===== src/rtl/plank_fdbk_parser.sv =====
// PLANK reply-frame parser: reassembles feedback, ADC and temperature frames from a UART byte
// stream, with frame-format checks and an inter-byte timeout.
module plank_fdbk_parser #(
    parameter int unsigned TIMEOUT_CLKS = 34720,
    parameter logic [7:0]  FB_SYNC0     = 8'hEE,
    parameter logic [7:0]  FB_SYNC1     = 8'hBB
) (
    input  logic        i_clk,
    input  logic        i_rst,
    input  logic [7:0]  i_rx_byte,
    input  logic        i_rx_valid,
    output logic        o_fb_tx_rx_sel,
    output logic [7:0]  o_fb_ch_power,
    output logic        o_fb_valid,
    output logic [95:0] o_adc_data,
    output logic        o_adc_valid,
    output logic [24:0] o_temp_data,
    output logic        o_temp_valid,
    output logic        o_frame_err,
    output logic [1:0]  o_err_code
);

    localparam int unsigned TW = $clog2(TIMEOUT_CLKS + 1);
    localparam logic [TW-1:0] TMO_MAX = TW'(TIMEOUT_CLKS);
    localparam logic [TW-1:0] TMO_HIT = TW'(TIMEOUT_CLKS - 1);

    localparam logic [2:0] StIdle   = 3'd0;
    localparam logic [2:0] StFbS1   = 3'd1;
    localparam logic [2:0] StFbBody = 3'd2;
    localparam logic [2:0] StAdc    = 3'd3;
    localparam logic [2:0] StTemp   = 3'd4;

    logic [2:0]    state_q, state_d;
    logic [3:0]    cnt_q, cnt_d;
    logic [TW-1:0] tmo_q, tmo_d;
    // Only 11 ADC bytes need buffering; the 12th goes straight to the output word.
    logic [87:0]   adc_buf_q, adc_buf_d;
    logic [23:0]   temp_buf_q, temp_buf_d;
    logic [7:0]    ch_pwr_q, ch_pwr_d;
    logic          sel_q, sel_d;
    logic [7:0]    pwr_q, pwr_d;
    logic [95:0]   adc_data_q, adc_data_d;
    logic [24:0]   temp_data_q, temp_data_d;
    logic [1:0]    err_code_q, err_code_d;
    logic          fb_valid_q, fb_valid_d;
    logic          adc_valid_q, adc_valid_d;
    logic          temp_valid_q, temp_valid_d;
    logic          frame_err_q, frame_err_d;
    logic          tmo_hit;
    logic [87:0]   adc_shift;

    // A byte in the same cycle as expiry clears the counter, so it suppresses the timeout.
    assign tmo_hit   = !i_rx_valid && (state_q != StIdle) && (tmo_q >= TMO_HIT);
    assign adc_shift = {i_rx_byte, adc_buf_q[87:8]};

    always_comb begin
        state_d      = state_q;
        cnt_d        = cnt_q;
        adc_buf_d    = adc_buf_q;
        temp_buf_d   = temp_buf_q;
        ch_pwr_d     = ch_pwr_q;
        sel_d        = sel_q;
        pwr_d        = pwr_q;
        adc_data_d   = adc_data_q;
        temp_data_d  = temp_data_q;
        err_code_d   = err_code_q;
        fb_valid_d   = 1'b0;
        adc_valid_d  = 1'b0;
        temp_valid_d = 1'b0;
        frame_err_d  = 1'b0;

        if (i_rx_valid || state_q == StIdle) begin
            tmo_d = '0;
        end else if (tmo_q != TMO_MAX) begin
            tmo_d = tmo_q + 1'b1;
        end else begin
            tmo_d = tmo_q;
        end

        if (i_rx_valid) begin
            case (state_q)
                StIdle: begin
                    // Buffered speculatively: a failed sync turns it into ADC byte0.
                    adc_buf_d = adc_shift;
                    cnt_d     = 4'd1;
                    state_d   = (i_rx_byte == FB_SYNC0) ? StFbS1 : StAdc;
                end
                StFbS1: begin
                    adc_buf_d = adc_shift;
                    cnt_d     = 4'd2;
                    state_d   = (i_rx_byte == FB_SYNC1) ? StFbBody : StAdc;
                end
                StFbBody: begin
                    if (cnt_q == 4'd2) begin
                        ch_pwr_d = i_rx_byte;
                        cnt_d    = 4'd3;
                    end else begin
                        if (i_rx_byte[7:1] == 7'd0) begin
                            sel_d      = i_rx_byte[0];
                            pwr_d      = ch_pwr_q;
                            fb_valid_d = 1'b1;
                        end else begin
                            frame_err_d = 1'b1;
                            err_code_d  = 2'b10;
                        end
                        cnt_d   = 4'd0;
                        state_d = StIdle;
                    end
                end
                StAdc: begin
                    if (cnt_q == 4'd11) begin
                        adc_data_d  = {i_rx_byte, adc_buf_q};
                        adc_valid_d = 1'b1;
                        cnt_d       = 4'd0;
                        state_d     = StTemp;
                    end else begin
                        adc_buf_d = adc_shift;
                        cnt_d     = cnt_q + 4'd1;
                    end
                end
                StTemp: begin
                    if (cnt_q == 4'd3) begin
                        if (i_rx_byte[7:1] == 7'd0) begin
                            temp_data_d  = {i_rx_byte[0], temp_buf_q};
                            temp_valid_d = 1'b1;
                        end else begin
                            frame_err_d = 1'b1;
                            err_code_d  = 2'b10;
                        end
                        cnt_d   = 4'd0;
                        state_d = StIdle;
                    end else begin
                        temp_buf_d = {i_rx_byte, temp_buf_q[23:8]};
                        cnt_d      = cnt_q + 4'd1;
                    end
                end
                default: begin
                    cnt_d   = 4'd0;
                    state_d = StIdle;
                end
            endcase
        end else if (tmo_hit) begin
            frame_err_d = 1'b1;
            err_code_d  = 2'b01;
            cnt_d       = 4'd0;
            state_d     = StIdle;
        end
    end

    always_ff @(posedge i_clk or negedge i_rst) begin
        if (!i_rst) begin
            state_q      <= StIdle;
            cnt_q        <= '0;
            tmo_q        <= '0;
            adc_buf_q    <= '0;
            temp_buf_q   <= '0;
            ch_pwr_q     <= '0;
            sel_q        <= 1'b0;
            pwr_q        <= '0;
            adc_data_q   <= '0;
            temp_data_q  <= '0;
            err_code_q   <= '0;
            fb_valid_q   <= 1'b0;
            adc_valid_q  <= 1'b0;
            temp_valid_q <= 1'b0;
            frame_err_q  <= 1'b0;
        end else begin
            state_q      <= state_d;
            cnt_q        <= cnt_d;
            tmo_q        <= tmo_d;
            adc_buf_q    <= adc_buf_d;
            temp_buf_q   <= temp_buf_d;
            ch_pwr_q     <= ch_pwr_d;
            sel_q        <= sel_d;
            pwr_q        <= pwr_d;
            adc_data_q   <= adc_data_d;
            temp_data_q  <= temp_data_d;
            err_code_q   <= err_code_d;
            fb_valid_q   <= fb_valid_d;
            adc_valid_q  <= adc_valid_d;
            temp_valid_q <= temp_valid_d;
            frame_err_q  <= frame_err_d;
        end
    end

    assign o_fb_tx_rx_sel = sel_q;
    assign o_fb_ch_power  = pwr_q;
    assign o_fb_valid     = fb_valid_q;
    assign o_adc_data     = adc_data_q;
    assign o_adc_valid    = adc_valid_q;
    assign o_temp_data    = temp_data_q;
    assign o_temp_valid   = temp_valid_q;
    assign o_frame_err    = frame_err_q;
    assign o_err_code     = err_code_q;

endmodule


===== config.mk =====
export PLATFORM = sky130hd
export DESIGN_NAME = plank_fdbk_parser
export DESIGN_NICKNAME = d
export VERILOG_FILES = /design/src/rtl/plank_fdbk_parser.sv
export SDC_FILE = /design/constraint.sdc
export NUM_CORES = 1
export LEC_CHECK = 0
export ABC_AREA = 1
export CORE_ASPECT_RATIO = 1.2
export CORE_MARGIN = 5
export CORE_UTILIZATION = 48
export CTS_BUF_LIST = sky130_fd_sc_hd__clkbuf_16
export CTS_CLUSTER_DIAMETER = 200
export DETAILED_ROUTE_END_ITERATION = 8
export DONT_BUFFER_PORTS = 1
export GPL_TIMING_DRIVEN = 0
export PLACE_DENSITY = 0.63
export SETUP_SLACK_MARGIN = 0.4
export SLEW_MARGIN = 20
export SYNTH_ARGS = -nofsm -noshare
export SYNTH_HDL_FRONTEND = slang
export SYNTH_SLANG_ARGS = --single-unit

===== constraint.sdc =====
create_clock -name i_clk -period 4.26 [get_ports i_clk]
set_clock_uncertainty 0.2 [all_clocks]
set_input_delay 0.852 -clock i_clk [delete_from_list [all_inputs] [get_ports i_clk]]
set_output_delay 0.852 -clock i_clk [all_outputs]
set_load 0.02 [all_outputs]

==> metrics.yaml <==
clocking:
  cts_buffer_depth: 3
  tritoncts: "done"
  insertion_delay_ps: 540
  numCtsBuffers: 28
  htreeDepth: 1
  clk_pin_slew_ps: 60
  clock-sinks: 279
  root_buffer: "clkbuf_16"
synth:
  synth_fa_ha_area_share_pct: 0.450
  synthTopCellsByArea: "dfrtp_1 63%, nand2_1 11%, o21ai_0 6.9%"
  synth_mux_area_share_pct: 0
  ys_seq_area_share_pct: 62.8
  synth_top_family_by_area: "simple AND/OR/NAND/NOR gates"
  yosys.area.top_type: "dfrtp_1"
  synth_xor_area_share_pct: 0.157
  synthSimpleGateAreaFrac_pct: 14.2
  syn_nets: 1158
  yosys_most_used_dff: "dfrtp_1"
  netlist.area_leader.share_pct: 62.8
  synth.most_common_cell: "nand2_1"
  synth_warnings: 0
  synth_edf_count: 0
  synthArstFlopShare_pct: 100
  synth.cell_area_mm2: 0.0111
  avgSynthCellArea_um2: 9.73
  syn_inst: 1143
  synth_cell_type_count: 36
  ys_ff_latch: 279
  synthTopCellsByCount: "325 x nand2_1, 279 x dfrtp_1, 153 x o21ai_0, 143 x inv_1, 61 x o21ai_2"
  synth_compound_area_share_pct: 14.2
critical_path:
  timing.rr.start: "cnt_q[1]"
  crit_fanout: 10
  r2r_setup_slack_ps: 2090
  worstSetupEndpointType: "register"
  reg2reg_depth: 8
  path_class: "reg2reg"
  required_ps: 4450
  rr_endpoint: "adc_buf_q[49]"
  arrival_ps: 2360
  crit_path_start_kind: "register"
drt:
  drt-total-wl_um: 25200
  drc: 0
  dr.first_iter.drc_count: 356
  via_per_inst: 5.02
  vias: 7555
  dr.pass1.iters: 4
  wl_per_cell_um: 16.7
  ant_nets: 0
floorplanning:
  fp.dieH_um: 177
  coreArea_mm2: 0.0230
  rows: 61
  die_x_um: 149
  ios: 147
  initial_core_util_pct: 48.4
  dieArea_mm2: 0.0263
global_routing:
  grt_overflow: 0
  antenna_found_initial: 0
  grt_start_max_net_pins: 280
  grtUsageTotal_pct: 19.3
  grt_pass1_vias: 7643
  grt_pass1_wl_um: 41300
sta:
  fin_crit_ps: 2170
  finalHoldViolCount: 279
  fin_hold_ws_ps: -190
  worst_pin_slew_ps: 589
  fin_setup_tns_ps: 0
  slew_headroom_pct: 60.7
  layout_setup_ws_ps: 2090
  fin_crit_sh_pct: 51.0
  timing.fmax_mhz: 460
  rsz0062_at_grt: "false"
  setup_viol: 0
  slew_viol_final: 0
finish:
  drive_gt1_share_pct: 12.3
  area_growth_pct: 11.0
  num_antenna_cells: 0
  final_area_mm2: 0.0123
  fin_nets: 1188
  fill_cells: 2077
  fin_util_pct: 53.7
  fin_cells: 1506
place:
  placed_area_mm2: 0.0115
  place.gp.congestion: 0.843
  dp_slack_ps: 1780
  io_buffers: 0
  place_hpwl_um: 17400
  dp.cells: 1458
run_status:
  violations: "hold timing"
  status: "complete, but fails checks"
flow_run:
  max_cap_viol_count: 0
pwr:
  p_leak_nw: 5.99
  ir_drop_mv: 0.383
  total_power_mw: 6.85
  power_density_mw_per_mm2: 555
min_path:
  hp-class: "in2async"
## layout by cell type (no fill, tap or decap), drive strengths merged
cell type	netlist	layout
o22ai	2	2
dfrtp	279	279
nor2	29	29
nor3	10	10
xor2	1	1
o21bai	1	1
nand2	327	327
a31oi	2	2
inv	148	158
o21ai	248	248
o221ai	1	1
and3	1	1
a21oi	10	10
nand4	7	7
bufinv	0	1
o21a	1	1
xnor2	1	1
nand3	18	18
ha	4	4
clkbuf	17	45
buf	34	34
clkinvlp	0	1
clkinv	1	9
a211oi	1	1
## sequential cells by signal, summed over array words and instances, names as in the netlist, 3 cells and up
signal / count
o_adc_data: 96
adc_buf_q: 88
o_temp_data: 25
temp_buf_q: 24
tmo_q: 16
ch_pwr_q: 8
o_fb_ch_power: 8
cnt_q: 4
state_q: 3
## power breakdown
| part | total, mW | internal, mW | switching, mW |
|---|---|---|---|
| registers | 3.52 | 3.15 | 0.376 |
| clock network | 2.24 | 1.25 | 0.996 |
| logic | 1.08 | 0.344 | 0.739 |
## repair_timing
action,in CTS,in global routing
endpoints found under the hold margin,279,279
resized for setup,0,0
buffers inserted,0,0
## how the worst max path moves through the flow
stage / from / to / slack, ps / cells past startpoint
after detailed placement: i_rx_byte[2] / o_temp_data[13] / 1780 / 9
after CTS: cnt_q[1] / adc_buf_q[49] / 2070 / 8
after global routing: cnt_q[1] / adc_buf_q[63] / 1910 / 8
after global placement: i_rx_byte[4] / o_temp_data[12] / 1780 / 9
after floorplan: i_rx_byte[4] / o_temp_data[1] / 2180 / 9
final: cnt_q[1] / adc_buf_q[49] / 2090 / 8
## metal layers
layer	GRT usage [%]	part of all wire (%)
met3	5.20	7.1
met5	0	0
met2	32.3	49
met4	5.46	2.5
met1	24.9	41
## cells by family after synthesis
group	Yosys count
buf+inv	200
simple gates	392
compound gates	266
xor+xnor	2
fa+ha+maj	4
flops	279
## critical path, stage by stage, from the launching register on
cell,delay (ps)
dfrtp_1,400
ha_1,250
nand3_1,130
inv_1,80
nand2_2,100
nand2_2,150
buf_4,220
clkbuf_1,340
o21ai_0,160
## area by class of cell
cell class              count  area, um2  area share [%]
well taps                 315        394            3.19
multi-input cells         664       3230            26.1
plain buffers              51        352            2.85
inverters                 149        562            4.55
flip-flops and latches    279       6980            56.5
clock inverters            20        130            1.05
clock buffers              28        701            5.67
Power figures use the tool's default switching activity.
